--- src/rtl/multicycle_controller_pkg.sv ---
// rtl/multicycle_controller_pkg.sv - shared opcodes, state/ALU/immediate encodings and FSM decode helpers
package multicycle_controller_pkg;

   localparam int ALUCTRL_W = 3;
   localparam int STATE_W   = 4;

   localparam logic [6:0] OP_LW  = 7'b0000011;
   localparam logic [6:0] OP_SW  = 7'b0100011;
   localparam logic [6:0] OP_R   = 7'b0110011;
   localparam logic [6:0] OP_I   = 7'b0010011;
   localparam logic [6:0] OP_B   = 7'b1100011;
   localparam logic [6:0] OP_JAL = 7'b1101111;

   localparam logic [ALUCTRL_W-1:0] ALU_ADD = 3'b000;
   localparam logic [ALUCTRL_W-1:0] ALU_SUB = 3'b001;
   localparam logic [ALUCTRL_W-1:0] ALU_AND = 3'b010;
   localparam logic [ALUCTRL_W-1:0] ALU_OR  = 3'b011;
   localparam logic [ALUCTRL_W-1:0] ALU_SLT = 3'b101;

   localparam logic [1:0] IMM_I = 2'b00;
   localparam logic [1:0] IMM_S = 2'b01;
   localparam logic [1:0] IMM_B = 2'b10;
   localparam logic [1:0] IMM_J = 2'b11;

   typedef enum logic [STATE_W-1:0] {
      S_FETCH    = 4'd0,
      S_DECODE   = 4'd1,
      S_MEMADR   = 4'd2,
      S_MEMREAD  = 4'd3,
      S_MEMWB    = 4'd4,
      S_MEMWRITE = 4'd5,
      S_EXECR    = 4'd6,
      S_EXECI    = 4'd7,
      S_ALUWB    = 4'd8,
      S_BEQ      = 4'd9,
      S_JAL      = 4'd10
   } state_t;

   typedef enum logic [1:0] {
      ALUOP_ADD   = 2'b00,
      ALUOP_SUB   = 2'b01,
      ALUOP_FUNCT = 2'b10
   } aluop_t;

   // branch marks the state whose PC write is conditional on the compare result
   typedef struct packed {
      logic       pc_write;
      logic       branch;
      logic       adr_src;
      logic       mem_write;
      logic       ir_write;
      logic [1:0] result_src;
      logic [1:0] alu_src_a;
      logic [1:0] alu_src_b;
      aluop_t     alu_op;
      logic       reg_write;
      logic       instr_done;
   } ctl_t;

   function automatic ctl_t decode_state(input state_t s);
      ctl_t c;
      c        = '0;
      c.alu_op = ALUOP_ADD;
      case (s)
         S_FETCH:    begin c.ir_write = 1'b1; c.alu_src_b = 2'b10; c.result_src = 2'b10; c.pc_write = 1'b1; end
         S_DECODE:   begin c.alu_src_a = 2'b01; c.alu_src_b = 2'b01; end
         S_MEMADR:   begin c.alu_src_a = 2'b10; c.alu_src_b = 2'b01; end
         S_MEMREAD:  c.adr_src = 1'b1;
         S_MEMWB:    begin c.result_src = 2'b01; c.reg_write = 1'b1; c.instr_done = 1'b1; end
         S_MEMWRITE: begin c.adr_src = 1'b1; c.mem_write = 1'b1; c.instr_done = 1'b1; end
         S_EXECR:    begin c.alu_src_a = 2'b10; c.alu_op = ALUOP_FUNCT; end
         S_EXECI:    begin c.alu_src_a = 2'b10; c.alu_src_b = 2'b01; c.alu_op = ALUOP_FUNCT; end
         S_ALUWB:    begin c.reg_write = 1'b1; c.instr_done = 1'b1; end
         S_BEQ:      begin c.alu_src_a = 2'b10; c.alu_op = ALUOP_SUB; c.branch = 1'b1; c.instr_done = 1'b1; end
         S_JAL:      begin c.alu_src_a = 2'b01; c.alu_src_b = 2'b10; c.pc_write = 1'b1; end
         default:    c.alu_op = ALUOP_ADD;
      endcase
      return c;
   endfunction

   function automatic logic is_legal_op(input logic [6:0] op);
      return (op == OP_LW) || (op == OP_SW) || (op == OP_R) || (op == OP_I) ||
             (op == OP_B)  || (op == OP_JAL);
   endfunction

   function automatic state_t next_state(input state_t s, input logic [6:0] op, input logic legal);
      state_t ns;
      ns = S_FETCH;
      case (s)
         S_FETCH:  ns = S_DECODE;
         S_DECODE: begin
            if (legal) begin
               case (op)
                  OP_LW, OP_SW: ns = S_MEMADR;
                  OP_R:         ns = S_EXECR;
                  OP_I:         ns = S_EXECI;
                  OP_B:         ns = S_BEQ;
                  OP_JAL:       ns = S_JAL;
                  default:      ns = S_FETCH;
               endcase
            end
         end
         S_MEMADR:  ns = (op == OP_LW) ? S_MEMREAD : S_MEMWRITE;
         S_MEMREAD: ns = S_MEMWB;
         S_EXECR:   ns = S_ALUWB;
         S_EXECI:   ns = S_ALUWB;
         S_JAL:     ns = S_ALUWB;
         default:   ns = S_FETCH;
      endcase
      return ns;
   endfunction

   function automatic logic [1:0] imm_src(input logic [6:0] op);
      case (op)
         OP_SW:   return IMM_S;
         OP_B:    return IMM_B;
         OP_JAL:  return IMM_J;
         default: return IMM_I;
      endcase
   endfunction

endpackage

--- src/rtl/multicycle_controller_if.sv ---
// rtl/multicycle_controller_if.sv - instruction fields in, datapath controls out
interface multicycle_controller_if;
   import multicycle_controller_pkg::*;

   logic [6:0]           op;
   logic [2:0]           funct3;
   logic                 funct7b5;
   logic                 Zero;
   logic                 PCWrite;
   logic                 AdrSrc;
   logic                 MemWrite;
   logic                 IRWrite;
   logic [1:0]           ResultSrc;
   logic [1:0]           ALUSrcA;
   logic [1:0]           ALUSrcB;
   logic [1:0]           ImmSrc;
   logic [ALUCTRL_W-1:0] ALUControl;
   logic                 RegWrite;
   logic                 instr_done;
   logic                 illegal_op;

   modport master (
      input  op, funct3, funct7b5, Zero,
      output PCWrite, AdrSrc, MemWrite, IRWrite, ResultSrc, ALUSrcA, ALUSrcB,
             ImmSrc, ALUControl, RegWrite, instr_done, illegal_op
   );

   modport slave (
      output op, funct3, funct7b5, Zero,
      input  PCWrite, AdrSrc, MemWrite, IRWrite, ResultSrc, ALUSrcA, ALUSrcB,
             ImmSrc, ALUControl, RegWrite, instr_done, illegal_op
   );

endinterface

--- src/rtl/multicycle_controller_alu_decoder.sv ---
// rtl/multicycle_controller_alu_decoder.sv - ALUOp/funct fields to ALUControl, combinational
module alu_decoder
   import multicycle_controller_pkg::*;
(
   input  aluop_t               i_alu_op,
   input  logic [2:0]           i_funct3,
   input  logic                 i_op5,
   input  logic                 i_funct7b5,
   output logic [ALUCTRL_W-1:0] o_alu_control
);

   always_comb begin
      o_alu_control = ALU_ADD;
      case (i_alu_op)
         ALUOP_SUB: o_alu_control = ALU_SUB;
         ALUOP_FUNCT: begin
            case (i_funct3)
               // funct7b5 only means subtract for R-type; for I-type it is an immediate bit
               3'b000:  o_alu_control = (i_op5 && i_funct7b5) ? ALU_SUB : ALU_ADD;
               3'b010:  o_alu_control = ALU_SLT;
               3'b110:  o_alu_control = ALU_OR;
               3'b111:  o_alu_control = ALU_AND;
               default: o_alu_control = ALU_ADD;
            endcase
         end
         default: o_alu_control = ALU_ADD;
      endcase
   end

endmodule

--- src/rtl/multicycle_controller.sv ---
// rtl/multicycle_controller.sv - multi-cycle RISC-V control FSM; MC_CTRL_BNE_EN adds bne to the branch state
module multicycle_controller
   import multicycle_controller_pkg::*;
(
   input  logic                    clk,
   input  logic                    rst,
   multicycle_controller_if.master bus
);

   state_t r_state;
   ctl_t   r_ctl;
   logic   w_br_ok;
   logic   w_taken;
   logic   w_legal;

`ifdef MC_CTRL_BNE_EN
   assign w_br_ok = (bus.funct3[2:1] == 2'b00);
   assign w_taken = bus.Zero ^ bus.funct3[0];
`else
   assign w_br_ok = 1'b1;
   assign w_taken = bus.Zero;
`endif

   assign w_legal = is_legal_op(bus.op) && ((bus.op != OP_B) || w_br_ok);

   // controls are registered from the next state so they line up with r_state
   always_ff @(posedge clk or negedge rst) begin
      if (!rst) begin
         r_state <= S_FETCH;
         r_ctl   <= decode_state(S_FETCH);
      end else begin
         r_state <= next_state(r_state, bus.op, w_legal);
         r_ctl   <= decode_state(next_state(r_state, bus.op, w_legal));
      end
   end

   assign bus.PCWrite    = rst & (r_ctl.pc_write | (r_ctl.branch & w_taken));
   assign bus.IRWrite    = rst & r_ctl.ir_write;
   assign bus.RegWrite   = rst & r_ctl.reg_write;
   assign bus.MemWrite   = rst & r_ctl.mem_write;
   assign bus.instr_done = rst & r_ctl.instr_done;
   assign bus.illegal_op = rst & (r_state == S_DECODE) & ~w_legal;
   assign bus.AdrSrc     = r_ctl.adr_src;
   assign bus.ResultSrc  = r_ctl.result_src;
   assign bus.ALUSrcA    = r_ctl.alu_src_a;
   assign bus.ALUSrcB    = r_ctl.alu_src_b;
   assign bus.ImmSrc     = imm_src(bus.op);

   alu_decoder u_alu_decoder (
      .i_alu_op      (r_ctl.alu_op),
      .i_funct3      (bus.funct3),
      .i_op5         (bus.op[5]),
      .i_funct7b5    (bus.funct7b5),
      .o_alu_control (bus.ALUControl)
   );

endmodule
--- src/flat_wrapper.sv ---
// flat-port wrapper written by rule: the top's interface ports become plain ports
module multicycle_controller_flat import multicycle_controller_pkg::*;
  (clk, rst, bus_op, bus_funct3, bus_funct7b5, bus_Zero, bus_PCWrite, bus_AdrSrc, bus_MemWrite, bus_IRWrite, bus_ResultSrc, bus_ALUSrcA, bus_ALUSrcB, bus_ImmSrc, bus_ALUControl, bus_RegWrite, bus_instr_done, bus_illegal_op);
  multicycle_controller_if bus_i ();
  input  logic clk;
  input  logic rst;
  input wire logic [$bits(bus_i.op)-1:0] bus_op;
  input wire logic [$bits(bus_i.funct3)-1:0] bus_funct3;
  input wire logic [$bits(bus_i.funct7b5)-1:0] bus_funct7b5;
  input wire logic [$bits(bus_i.Zero)-1:0] bus_Zero;
  output wire logic [$bits(bus_i.PCWrite)-1:0] bus_PCWrite;
  output wire logic [$bits(bus_i.AdrSrc)-1:0] bus_AdrSrc;
  output wire logic [$bits(bus_i.MemWrite)-1:0] bus_MemWrite;
  output wire logic [$bits(bus_i.IRWrite)-1:0] bus_IRWrite;
  output wire logic [$bits(bus_i.ResultSrc)-1:0] bus_ResultSrc;
  output wire logic [$bits(bus_i.ALUSrcA)-1:0] bus_ALUSrcA;
  output wire logic [$bits(bus_i.ALUSrcB)-1:0] bus_ALUSrcB;
  output wire logic [$bits(bus_i.ImmSrc)-1:0] bus_ImmSrc;
  output wire logic [$bits(bus_i.ALUControl)-1:0] bus_ALUControl;
  output wire logic [$bits(bus_i.RegWrite)-1:0] bus_RegWrite;
  output wire logic [$bits(bus_i.instr_done)-1:0] bus_instr_done;
  output wire logic [$bits(bus_i.illegal_op)-1:0] bus_illegal_op;
  assign bus_i.op = bus_op;
  assign bus_i.funct3 = bus_funct3;
  assign bus_i.funct7b5 = bus_funct7b5;
  assign bus_i.Zero = bus_Zero;
  assign bus_PCWrite = bus_i.PCWrite;
  assign bus_AdrSrc = bus_i.AdrSrc;
  assign bus_MemWrite = bus_i.MemWrite;
  assign bus_IRWrite = bus_i.IRWrite;
  assign bus_ResultSrc = bus_i.ResultSrc;
  assign bus_ALUSrcA = bus_i.ALUSrcA;
  assign bus_ALUSrcB = bus_i.ALUSrcB;
  assign bus_ImmSrc = bus_i.ImmSrc;
  assign bus_ALUControl = bus_i.ALUControl;
  assign bus_RegWrite = bus_i.RegWrite;
  assign bus_instr_done = bus_i.instr_done;
  assign bus_illegal_op = bus_i.illegal_op;
  multicycle_controller u_core (.clk(clk), .rst(rst), .bus(bus_i));
endmodule
--- config.mk ---
export PLATFORM = sky130hd
export DESIGN_NAME = multicycle_controller_flat
export DESIGN_NICKNAME = d
export VERILOG_FILES = /design/src/rtl/multicycle_controller_pkg.sv /design/src/rtl/multicycle_controller_if.sv /design/src/rtl/multicycle_controller_alu_decoder.sv /design/src/rtl/multicycle_controller.sv /design/src/flat_wrapper.sv
export SDC_FILE = /design/constraint.sdc
export NUM_CORES = 1
export LEC_CHECK = 0
export ABC_CLOCK_PERIOD_IN_PS = 2000
export CORE_AREA = 2 2 46 48
export DETAILED_ROUTE_END_ITERATION = 8
export DIE_AREA = 0 0 48 50
export DONT_BUFFER_PORTS = 1
export PLACE_DENSITY = 0.78
export SKIP_CTS_REPAIR_TIMING = 1
export SYNTH_ARGS = -nofsm -noshare
export SYNTH_HDL_FRONTEND = slang
export SYNTH_SLANG_ARGS = --single-unit
--- constraint.sdc ---
create_clock -name clk -period 2 [get_ports clk]
set_clock_uncertainty 0.05 [all_clocks]
set_input_delay 0.4 -clock clk [delete_from_list [all_inputs] [get_ports clk]]
set_output_delay 0.4 -clock clk [all_outputs]
set_load 0.05 [all_outputs]
==> results.txt, run 1 <==
Critical Path AT: 1460 ps
CTS buffer count: 3
Yosys top cell area share: 35.1%
CP Class: reg2out
Simple-gate share of the synthesized area: 33.7%
Detailed-placement wirelength estimate: 1.42 mm
Post-Synth Adder-Cell Area: 2.51%
Hold Path End: u_core.r_ctl[11]
Setup crit end kind: primary output
Largest area contributor in the netlist: dfrtp_1
# diodes: 0
Fin. max-slew vios: 0
Worst R2R End: u_core.bus.ALUSrcB[0]
Largest family of logic cells by synthesized area: simple AND/OR/NAND/NOR gates
Outcome: completed
Die area: 0.00240 mm²
Placeable Area: 0.00190 mm²
First-pass GRT wire length: 2.88 mm
Clock root cell: clkbuf_4
FF-to-FF Start: u_core.r_state[1]
Top FF cell, synth: dfrtp_1
Worst reg2reg setup slack: 270 ps
DRT Pass-1 Iters: 5
Clock Sinks: 16
Minimum clock period: 1910 ps
Kind of path behind the tightest hold check: in2reg
Number of I/O pins: 32
Port Buf Inserts: 0
Largest net degree at the start of global routing: 23
XOR/XNOR Fraction of Synth Area: 0.877%
Setup repair after global routing missed its margin: true
Area contributors post-synth: dfrtp_1 (35%), dfstp_2 (5.3%), buf_4 (4.5%)
Overflow after GRT: 0
Worst hold path cell count: 1
Worst setup margin: 87.8 ps
Cell count after synthesis: 94
Mapped Nets: 110
Synthesized cell area: 998 µm²
Synthesis-stage register bit count: 16
Max VDD drop: 758 µV
Synth top cells by count: dfrtp_1 (14), buf_4 (6), nor2_1 (6)
WL per Instance: 14.5 µm
Max Cap Viol: 0
Clock latency on the worst-skew pair: 280 ps
DR iter-0 viols: 7
DP Worst Slack: 198 ps
Max FO, Critical Path: 3
CTS tree: done
Netlist cell types: 40
Global router's overall resource usage: 16.5%
Vias in the first global route: 680
DR vias/cell: 5.51
Fraction of layout cells with a size suffix above 1: 33.3%
Worst slew pin tran: 677 ps
Pleak: 0.531 nW
Drt total wl: 1.87 mm
Syn. warnings: 0
Post-placement cell area: 0.00107 mm²
Compound-cell area share of the yosys netlist: 14.5%
Post-route cell area: 0.00113 mm²
Clock transition at the registers of the reported paths: 90 ps
Initial antenna violation count: 0
Htree depth: 1
Routed Antenna Nets: 0
Top-count cell post-synth: dfrtp_1
Row count: 16
R2R cell count: 6
Sequential-to-total area share from yosys stat: 40.4%
Slew HR: 54.7%
Die height: 50 µm
Fin util: 59.5%
RePlAce Congestion: 0.782
Async S/R FF share, synth: 100%
F_max: 523 MHz
Setup Viol. Count Final: 0
Pwr Density: 957 mW/mm²
Post-synth EDFFs: 0
Mux cell area share after synthesis: 0%
Worst hold slack: 204 ps
Worst endpoint required time: 1550 ps
Starting Density: 52.5%
Worst Setup Start Kind: flip-flop
Worst-case clock buffer depth: 2
Vias: 711
Hold Vio Cnt, Final: 0
Area Growth Syn to Fin: 13.3%
Chip width: 48 µm
Worst hold start: bus_op[4]
Tcrit/Tclk final: 95.6%
Syn avg cell area: 10.6 µm²
Nets: 119
DRC violations left: 0
-- report_power, final --
part | switching (W) | internal, W | leakage (nW)
Sequential | 0.000162 | 0.000395 | 0.208
Clock | 0.0000947 | 0.0000774 | 0.0150
Combinational | 0.000222 | 0.000131 | 0.308
-- how the worst max path moves through the flow --
stage	slack, ps	to	from
2_1_floorplan	-100	bus_ALUControl[2]	u_core.r_ctl[13]
3_3_place_gp	290	u_core.r_ctl[0]	bus_op[2]
3_5_place_dp	200	u_core.bus.ALUSrcB[0]	bus_op[2]
4_1_cts	30	bus_ALUControl[2]	u_core.r_ctl[13]
5_1_grt	-10	bus_illegal_op	u_core.r_state[3]
6_report	90	bus_ALUControl[2]	u_core.r_ctl[13]
-- metrics by stage --
stage               total power, W  instances  TNS [ps]
floorplan                 0.000886         94      -171
global placement          0.000890        123         0
detailed placement        0.000893        123         0
CTS                        0.00106        127         0
global route               0.00114        129     -15.1
finish                     0.00108        129         0
-- cells by family after synthesis --
kind of cell	Yosys count
flops	16
simple gates	45
xor+xnor	1
fa+ha+maj	2
buf+inv	13
compound gates	17
-- state kept, by name, indices dropped and copies added, names as in the netlist --
register              flops
u_core.bus.ALUSrcB        2
u_core.bus.AdrSrc         1
u_core.r_state            4
u_core.bus.ALUSrcA        2
u_core.bus.ResultSrc      1
u_core.r_ctl              6
-- final cells by class --
cell class              instances  area, µm²
flip-flops and latches         16        405
multi-input cells              65        551
inverters                       5       18.8
repair buffers                 12       96.3
fillers                       150        771
well taps                      27       33.8
clock buffers                   4       26.3
-- worst max-delay path: stages (launching register included) --
cell and delay, ps:
dfrtp_1 350, inv_1 50, ha_1 340, nor4_2 220
buf_4 230
-- layout by cell type (no fill, tap or decap), types with 2 or more instances in the layout --
master	n
o31a_1	2
and2_1	5
nor2b_1	2
a21oi_1	3
dfstp_2	2
dfrtp_1	12
nor3_2	3
nand2_1	5
o31ai_1	2
dfrtp_2	2
inv_1	5
clkbuf_4	3
a21o_1	2
nor3b_1	4
nor3b_2	2
o21ai_0	3
nand3b_1	2
and3_1	2
buf_4	10
nor2_1	6
ha_1	2
-- metal layers --
metal,part of all wire [%],up-vias,track usage [%],wire [µm]
met5,0,-,0,0
met4,0.27,0,1.35,5
met3,6.6,2,5.49,123
met2,53,23,28.7,984
met1,40,340,19.9,756
li1,-,346,-,-
No activity file was read; power rests on OpenSTA's default activity.
==> run 2, diff against run 1 <==
--- a/config.mk
+++ b/config.mk
@@ -5,7 +5,7 @@
 export SDC_FILE = /design/constraint.sdc
 export NUM_CORES = 1
 export LEC_CHECK = 0
-export ABC_CLOCK_PERIOD_IN_PS = 2000
+export ABC_CLOCK_PERIOD_IN_PS = 2290
 export CORE_AREA = 2 2 46 48
 export DETAILED_ROUTE_END_ITERATION = 8
 export DIE_AREA = 0 0 48 50
==> constraint.sdc (replaced) <==
create_clock -name clk -period 2.29 [get_ports clk]
set_clock_uncertainty 0.05 [all_clocks]
set_input_delay 0.458 -clock clk [delete_from_list [all_inputs] [get_ports clk]]
set_output_delay 0.458 -clock clk [all_outputs]
set_load 0.05 [all_outputs]
==> run 2 against run 1 <==
Effect of this change:
- utilization is 2.1 points lower
- sequential share of layout area is 1.1 points higher
- sequential cell count stayed put
- critical path type unchanged
- largest cell class unchanged
- largest power group unchanged
==> results.txt, run 2 (synthesis gave the netlist of run 1 again) <==
M2 GR Usage: 26.9% (was 28.7%)
Htree depth: 1 (unchanged)
Largest net degree at the start of global routing: 23 (unchanged)
Placeable Area: 0.00190 mm² (unchanged)
Slew HR: 54.0% (was 54.7%)
Clk pwr share: 19.1% (was 15.9%)
Minimum clock period: 2110 ps
DR vias/cell: 5.74 (was 5.51)
Port Buf Inserts: 0 (unchanged)
Setup crit end kind: primary output (unchanged)
CTS tree: done (unchanged)
F_max: 474 MHz
Worst endpoint required time: 1780 ps (was 1550 ps)
Clock transition at the registers of the reported paths: 90 ps (about the same)
Post-placement cell area: 0.00104 mm² (was 0.00107 mm²)
RePlAce Congestion: 0.769 (was 0.782)
Largest register FFs: 6 (unchanged)
Fin. max-slew vios: 0 (unchanged)
Most frequent cells in the layout: dfrtp_1 (14), buf_4 (7), nor2_1 (6) (was dfrtp_1 (12), buf_4 (10), nor2_1 (6))
WP buf/inv: 1 (was 2)
Biggest register: u_core.r_ctl (unchanged)
CP cell instances: nor4b_2 -> nand2_1 -> nor3_1 -> buf_4 (was inv_1 -> ha_1 -> nor4_2 -> buf_4)
DR iter-0 viols: 8 (was 7)
Global router's overall resource usage: 16.6% (was 16.5%)
# diodes: 0 (unchanged)
Routing usage on met1: 20.4% (was 19.9%)
Top Registers: u_core.r_ctl x6, u_core.r_state x4 (unchanged)
Overflow after GRT: 0 (unchanged)
Clock Sinks: 16 (unchanged)
Routed Antenna Nets: 0 (unchanged)
Layout fillers: 167 (was 150)
Tcrit/Tclk final: 92.2%
Die height: 50 µm (unchanged)
Initial antenna violation count: 0 (unchanged)
Max FO, Critical Path: 11 (was 3)
Fraction of layout cells with a size suffix above 1: 28.6% (was 33.3%)
Nets: 115 (was 119)
Int Pwr: 0.000531 W (was 0.000603 W)
Worst Setup Start Kind: flip-flop (unchanged)
CP Class: reg2out (unchanged)
DRC violations left: 0 (unchanged)
Hold Vio Cnt, Final: 0 (unchanged)
Met3 Track Usage GR: 6.23% (was 5.49%)
Fin util: 57.4% (was 59.5%)
Most common cell after layout, fill and taps aside: dfrtp_1 (unchanged)
Chip width: 48 µm (unchanged)
P_sw: 0.000411 W (was 0.000479 W)
Max VDD drop: 640 µV (was 758 µV)
DRT Pass-1 Iters: 4 (was 5)
Kind of path behind the tightest hold check: in2reg (unchanged)
Clock root cell: clkbuf_4 (unchanged)
Register share of total power: 55.1% (was 51.5%)
Most used routing layer: met2 (unchanged)
Switching Share: 43.6% (was 44.2%)
Top delay family on crit path: simple AND/OR/NAND/NOR gates (was flip-flops)
WL per Instance: 14.2 µm (was 14.5 µm)
Setup repair after global routing missed its margin: false (was true)
Die area: 0.00240 mm² (unchanged)
Pleak: 0.509 nW (was 0.531 nW)
Setup Viol. Count Final: 0 (unchanged)
Worst-case clock buffer depth: 2 (unchanged)
Clock latency on the worst-skew pair: 280 ps (about the same)
Vias in the first global route: 684 (was 680)
CTS buffer count: 3 (unchanged)
Post-route cell area: 0.00109 mm² (was 0.00113 mm²)
First-pass GRT wire length: 2.87 mm (was 2.88 mm)
Outcome: completed (unchanged)
Comb pwr share: 25.7% (was 32.6%)
Drt total wl: 1.78 mm (was 1.87 mm)
Worst slew pin tran: 687 ps (was 677 ps)
Area Growth Syn to Fin: 9.27% (was 13.3%)
Number of I/O pins: 32 (unchanged)
CP max stage cell: dfrtp_1 (unchanged)
Vias: 718 (was 711)
Detailed-placement wirelength estimate: 1.33 mm (was 1.42 mm)
Row count: 16 (unchanged)
Critical Path AT: 1600 ps (was 1460 ps)
Starting Density: 52.5% (unchanged)
Max Cap Viol: 0 (unchanged)
Crit path largest cell delay: 500 ps (was 350 ps)
Pwr Density: 863 mW/mm² (was 957 mW/mm²)
## run 2: cell count changes in the layout (fill, tap and decap cells not counted), sizes merged
| cell | before | now |
|---|---|---|
| buf | 11 | 7 |
## run 2: power groups by stage
stage               Sequential, W  Clock, W  Combinational, W
finish                   0.000519  0.000180          0.000242
global route             0.000526  0.000202          0.000265
CTS                      0.000522  0.000184          0.000238
detailed placement       0.000527         0          0.000238
global placement         0.000526         0          0.000231
floorplan                0.000362         0          0.000410
## run 2: through the flow
stage | cells | hold slack, ps | setup WS (ps) | setup TNS [ps] | total power [W]
after floorplan | 94 | 112 | -300 | -300 | 0.000772
after global placement | 120 | 113 | 499 | 0 | 0.000756
after detailed placement | 120 | 113 | 459 | 0 | 0.000765
after CTS | 124 | -201 | 166 | 0 | 0.000944
after global routing | 125 | 254 | 48.9 | 0 | 0.000993
final | 125 | 270 | 178 | 0 | 0.000942
## run 2: final cells by class
cell class                 instances  area, µm²  share of cell area, %
multi-input combinational         65        537                   49.2
sequential                        16        403                   36.9
timing repair buffer               8       62.6                   5.73
clock buffer                       4       36.3                   3.33
tap                               27       33.8                   3.10
inverter                           5       18.8                   1.72
## run 2: layer usage
metal / part of all wire [%] / routed length [µm]
met3: 7.2 / 127
met5: 0 / 0
met4: 0.62 / 11
met1: 41 / 734
met2: 51 / 901
## run 2: final timing paths
check | endpoint | cells after the start | startpoint | slack [ps]
max reg2reg | u_core.bus.ALUSrcB[0] | 5 | u_core.r_state[1] | 430
max in group asynchronous | u_core.r_state[0] | 1 | rst | 1150
max | bus_illegal_op | 4 | u_core.r_state[1] | 180
min | u_core.r_ctl[11] | 1 | bus_op[4] | 270
min in group asynchronous | u_core.r_ctl[13] | 1 | rst | 600
min reg2reg | u_core.r_state[0] | 1 | u_core.r_state[3] | 600
==> run 3, diff against run 2 <==
--- a/config.mk
+++ b/config.mk
@@ -15,3 +15,4 @@
 export SYNTH_ARGS = -nofsm -noshare
 export SYNTH_HDL_FRONTEND = slang
 export SYNTH_SLANG_ARGS = --single-unit
+export TNS_END_PERCENT = 30
==> run 3 against run 2 <==
Effect of this change:
- wire length rose by 0.90%
- maximum frequency rose by 1.4%
- clock power rose by 2%
- first-iteration DRC count rose by 25%
- global-route usage fell by 1.4 points
- sequential cell count did not move
- final cell count did not move
- largest power group unchanged
- sequential power barely moved
- final area fell by 0.46%
==> results.txt, run 3 (synthesis gave the netlist of run 1 again) <==
Largest register FFs: 6 (unchanged)
Most frequent cells in the layout: dfrtp_1 (14), buf_4 (7), nor2_1 (6) (unchanged)
Worst R2R End: u_core.bus.ALUSrcB[0] (unchanged)
Top delay family on crit path: simple AND/OR/NAND/NOR gates (unchanged)
Setup crit end kind: primary output (unchanged)
Drt total wl: 1.79 mm (was 1.78 mm)
Kind of path behind the tightest hold check: in2reg (unchanged)
Overflow after GRT: 0 (unchanged)
Non-filler cells, final: 125 (unchanged)
Layout fillers: 155 (was 167)
Worst reg2reg setup slack: 510 ps (was 430 ps)
WL per Instance: 14.3 µm (was 14.2 µm)
Minimum clock period: 2080 ps (was 2110 ps)
DRT Pass-1 Iters: 4 (unchanged)
Tot Pwr: 0.000949 W (was 0.000942 W)
R2R cell count: 5 (unchanged)
Pwr Density: 873 mW/mm² (was 863 mW/mm²)
Chip width: 48 µm (unchanged)
Routed Antenna Nets: 0 (unchanged)
Number of I/O pins: 32 (unchanged)
Vias: 698 (was 718)
Worst endpoint required time: 1780 ps (about the same)
Hold Vio Cnt, Final: 0 (unchanged)
# diodes: 0 (unchanged)
RePlAce Congestion: 0.781 (was 0.769)
Htree depth: 1 (unchanged)
Outcome: completed (unchanged)
DR vias/cell: 5.58 (was 5.74)
Crit path largest cell delay: 500 ps (about the same)
Worst slew pin tran: 668 ps (was 687 ps)
Die height: 50 µm (unchanged)
DR iter-0 viols: 10 (was 8)
Vias in the first global route: 629 (was 684)
CTS buffer count: 3 (unchanged)
Worst Setup Start Kind: flip-flop (unchanged)
Fraction of layout cells with a size suffix above 1: 27.6% (was 28.6%)
Starting Density: 52.5% (unchanged)
Top Registers: u_core.r_ctl x6, u_core.r_state x4 (unchanged)
Port Buf Inserts: 0 (unchanged)
Setup TNS: 0 ps (unchanged)
Max Cap Viol: 0 (unchanged)
Largest net degree at the start of global routing: 23 (unchanged)
Placeable Area: 0.00190 mm² (unchanged)
Clock Sinks: 16 (unchanged)
Slew HR: 55.3% (was 54.0%)
Clock transition at the registers of the reported paths: 100 ps (was 90 ps)
Nets: 115 (unchanged)
Max FO, Critical Path: 11 (unchanged)
Hold Path End: u_core.r_ctl[11] (unchanged)
Critical Path AT: 1570 ps (was 1600 ps)
Worst hold start: bus_op[4] (unchanged)
Detailed-placement wirelength estimate: 1.37 mm (was 1.33 mm)
First-pass GRT wire length: 2.66 mm (was 2.87 mm)
Global router's overall resource usage: 15.2% (was 16.6%)
Row count: 16 (unchanged)
WP buf/inv: 1 (unchanged)
DRC violations left: 0 (unchanged)
CP cell instances: nor4b_2 -> nand2_1 -> nor3_1 -> buf_4 (unchanged)
DP Cell Count: 120 (unchanged)
Clock root cell: clkbuf_4 (unchanged)
Die area: 0.00240 mm² (unchanged)
Most common cell after layout, fill and taps aside: dfrtp_1 (unchanged)
Worst-case clock buffer depth: 2 (unchanged)
Fin. max-slew vios: 0 (unchanged)
CTS tree: done (unchanged)
Worst hold path cell count: 1 (unchanged)
Setup Viol. Count Final: 0 (unchanged)
Initial antenna violation count: 0 (unchanged)
CP Class: reg2out (unchanged)
Biggest register: u_core.r_ctl (unchanged)
FF-to-FF Start: u_core.r_state[3] (was u_core.r_state[1])
Area Growth Syn to Fin: 8.77% (was 9.27%)
Setup repair after global routing missed its margin: false (unchanged)
Pleak: 0.509 nW (about the same)
Clock latency on the worst-skew pair: 280 ps (about the same)
F_max: 480 MHz (was 474 MHz)
CP max stage cell: dfrtp_1 (unchanged)
Max VDD drop: 535 µV (was 640 µV)
Tcrit/Tclk final: 90.9% (was 92.2%)
==> run 3: through the flow <==
step                utilization [%]  setup slack, ps  cell area, µm²  hold slack (ps)
floorplan                         -             -300            1010              112
global placement               54.7              522            1040              113
detailed placement             54.7              496            1040              113
CTS                            56.6              192            1080             -192
global route                   57.1             79.8            1090              260
finish                         57.1              208            1090              265
==> run 3: how the worst max path moves through the flow <==
| stage | start | to | slack (ps) | depth (start not counted) |
|---|---|---|---|---|
| 2_1_floorplan | bus_op[3] | bus_illegal_op | -300 | 3 |
| 3_3_place_gp | bus_op[2] | bus_ImmSrc[0] | 520 | 5 |
| 3_5_place_dp | bus_op[2] | bus_ImmSrc[0] | 500 | 5 |
| 4_1_cts | u_core.r_state[1] | bus_illegal_op | 190 | 4 |
| 5_1_grt | u_core.r_state[1] | bus_illegal_op | 80 | 4 |
| 6_report | u_core.r_state[1] | bus_illegal_op | 210 | 4 |
==> run 3: worst register-to-register path, delay by kind of cell (launching register included) <==
kind / cells / cell delay, ps
and+or+nand+nor: 3 / 520
AOI/OAI and AO/OA: 2 / 620
DFF: 1 / 480
==> run 3: cell type report <==
type | count | area (µm²) | area share [%]
well taps | 27 | 33.8 | 3.11
inverters | 5 | 18.8 | 1.73
clock buffers | 4 | 36.3 | 3.34
multi-input cells | 65 | 532 | 49.0
repair buffers | 8 | 62.6 | 5.76
flip-flops and latches | 16 | 403 | 37.1
==> run 3: routing by layer <==
metal	track usage [%]	wire, µm	up-vias
met4	1.35	0	0
met1	19.6	742	335
met2	24.9	945	22
met5	0	0	-
met3	5.49	103	0
li1	-	-	341
==> run 3: power by group <==
group,switching [W],total (W),internal [W],leakage (nW)
combinational,0.000155,0.000244,0.0000897,0.277
clock,0.0000874,0.000184,0.0000966,0.0210
sequential,0.000175,0.000520,0.000345,0.210
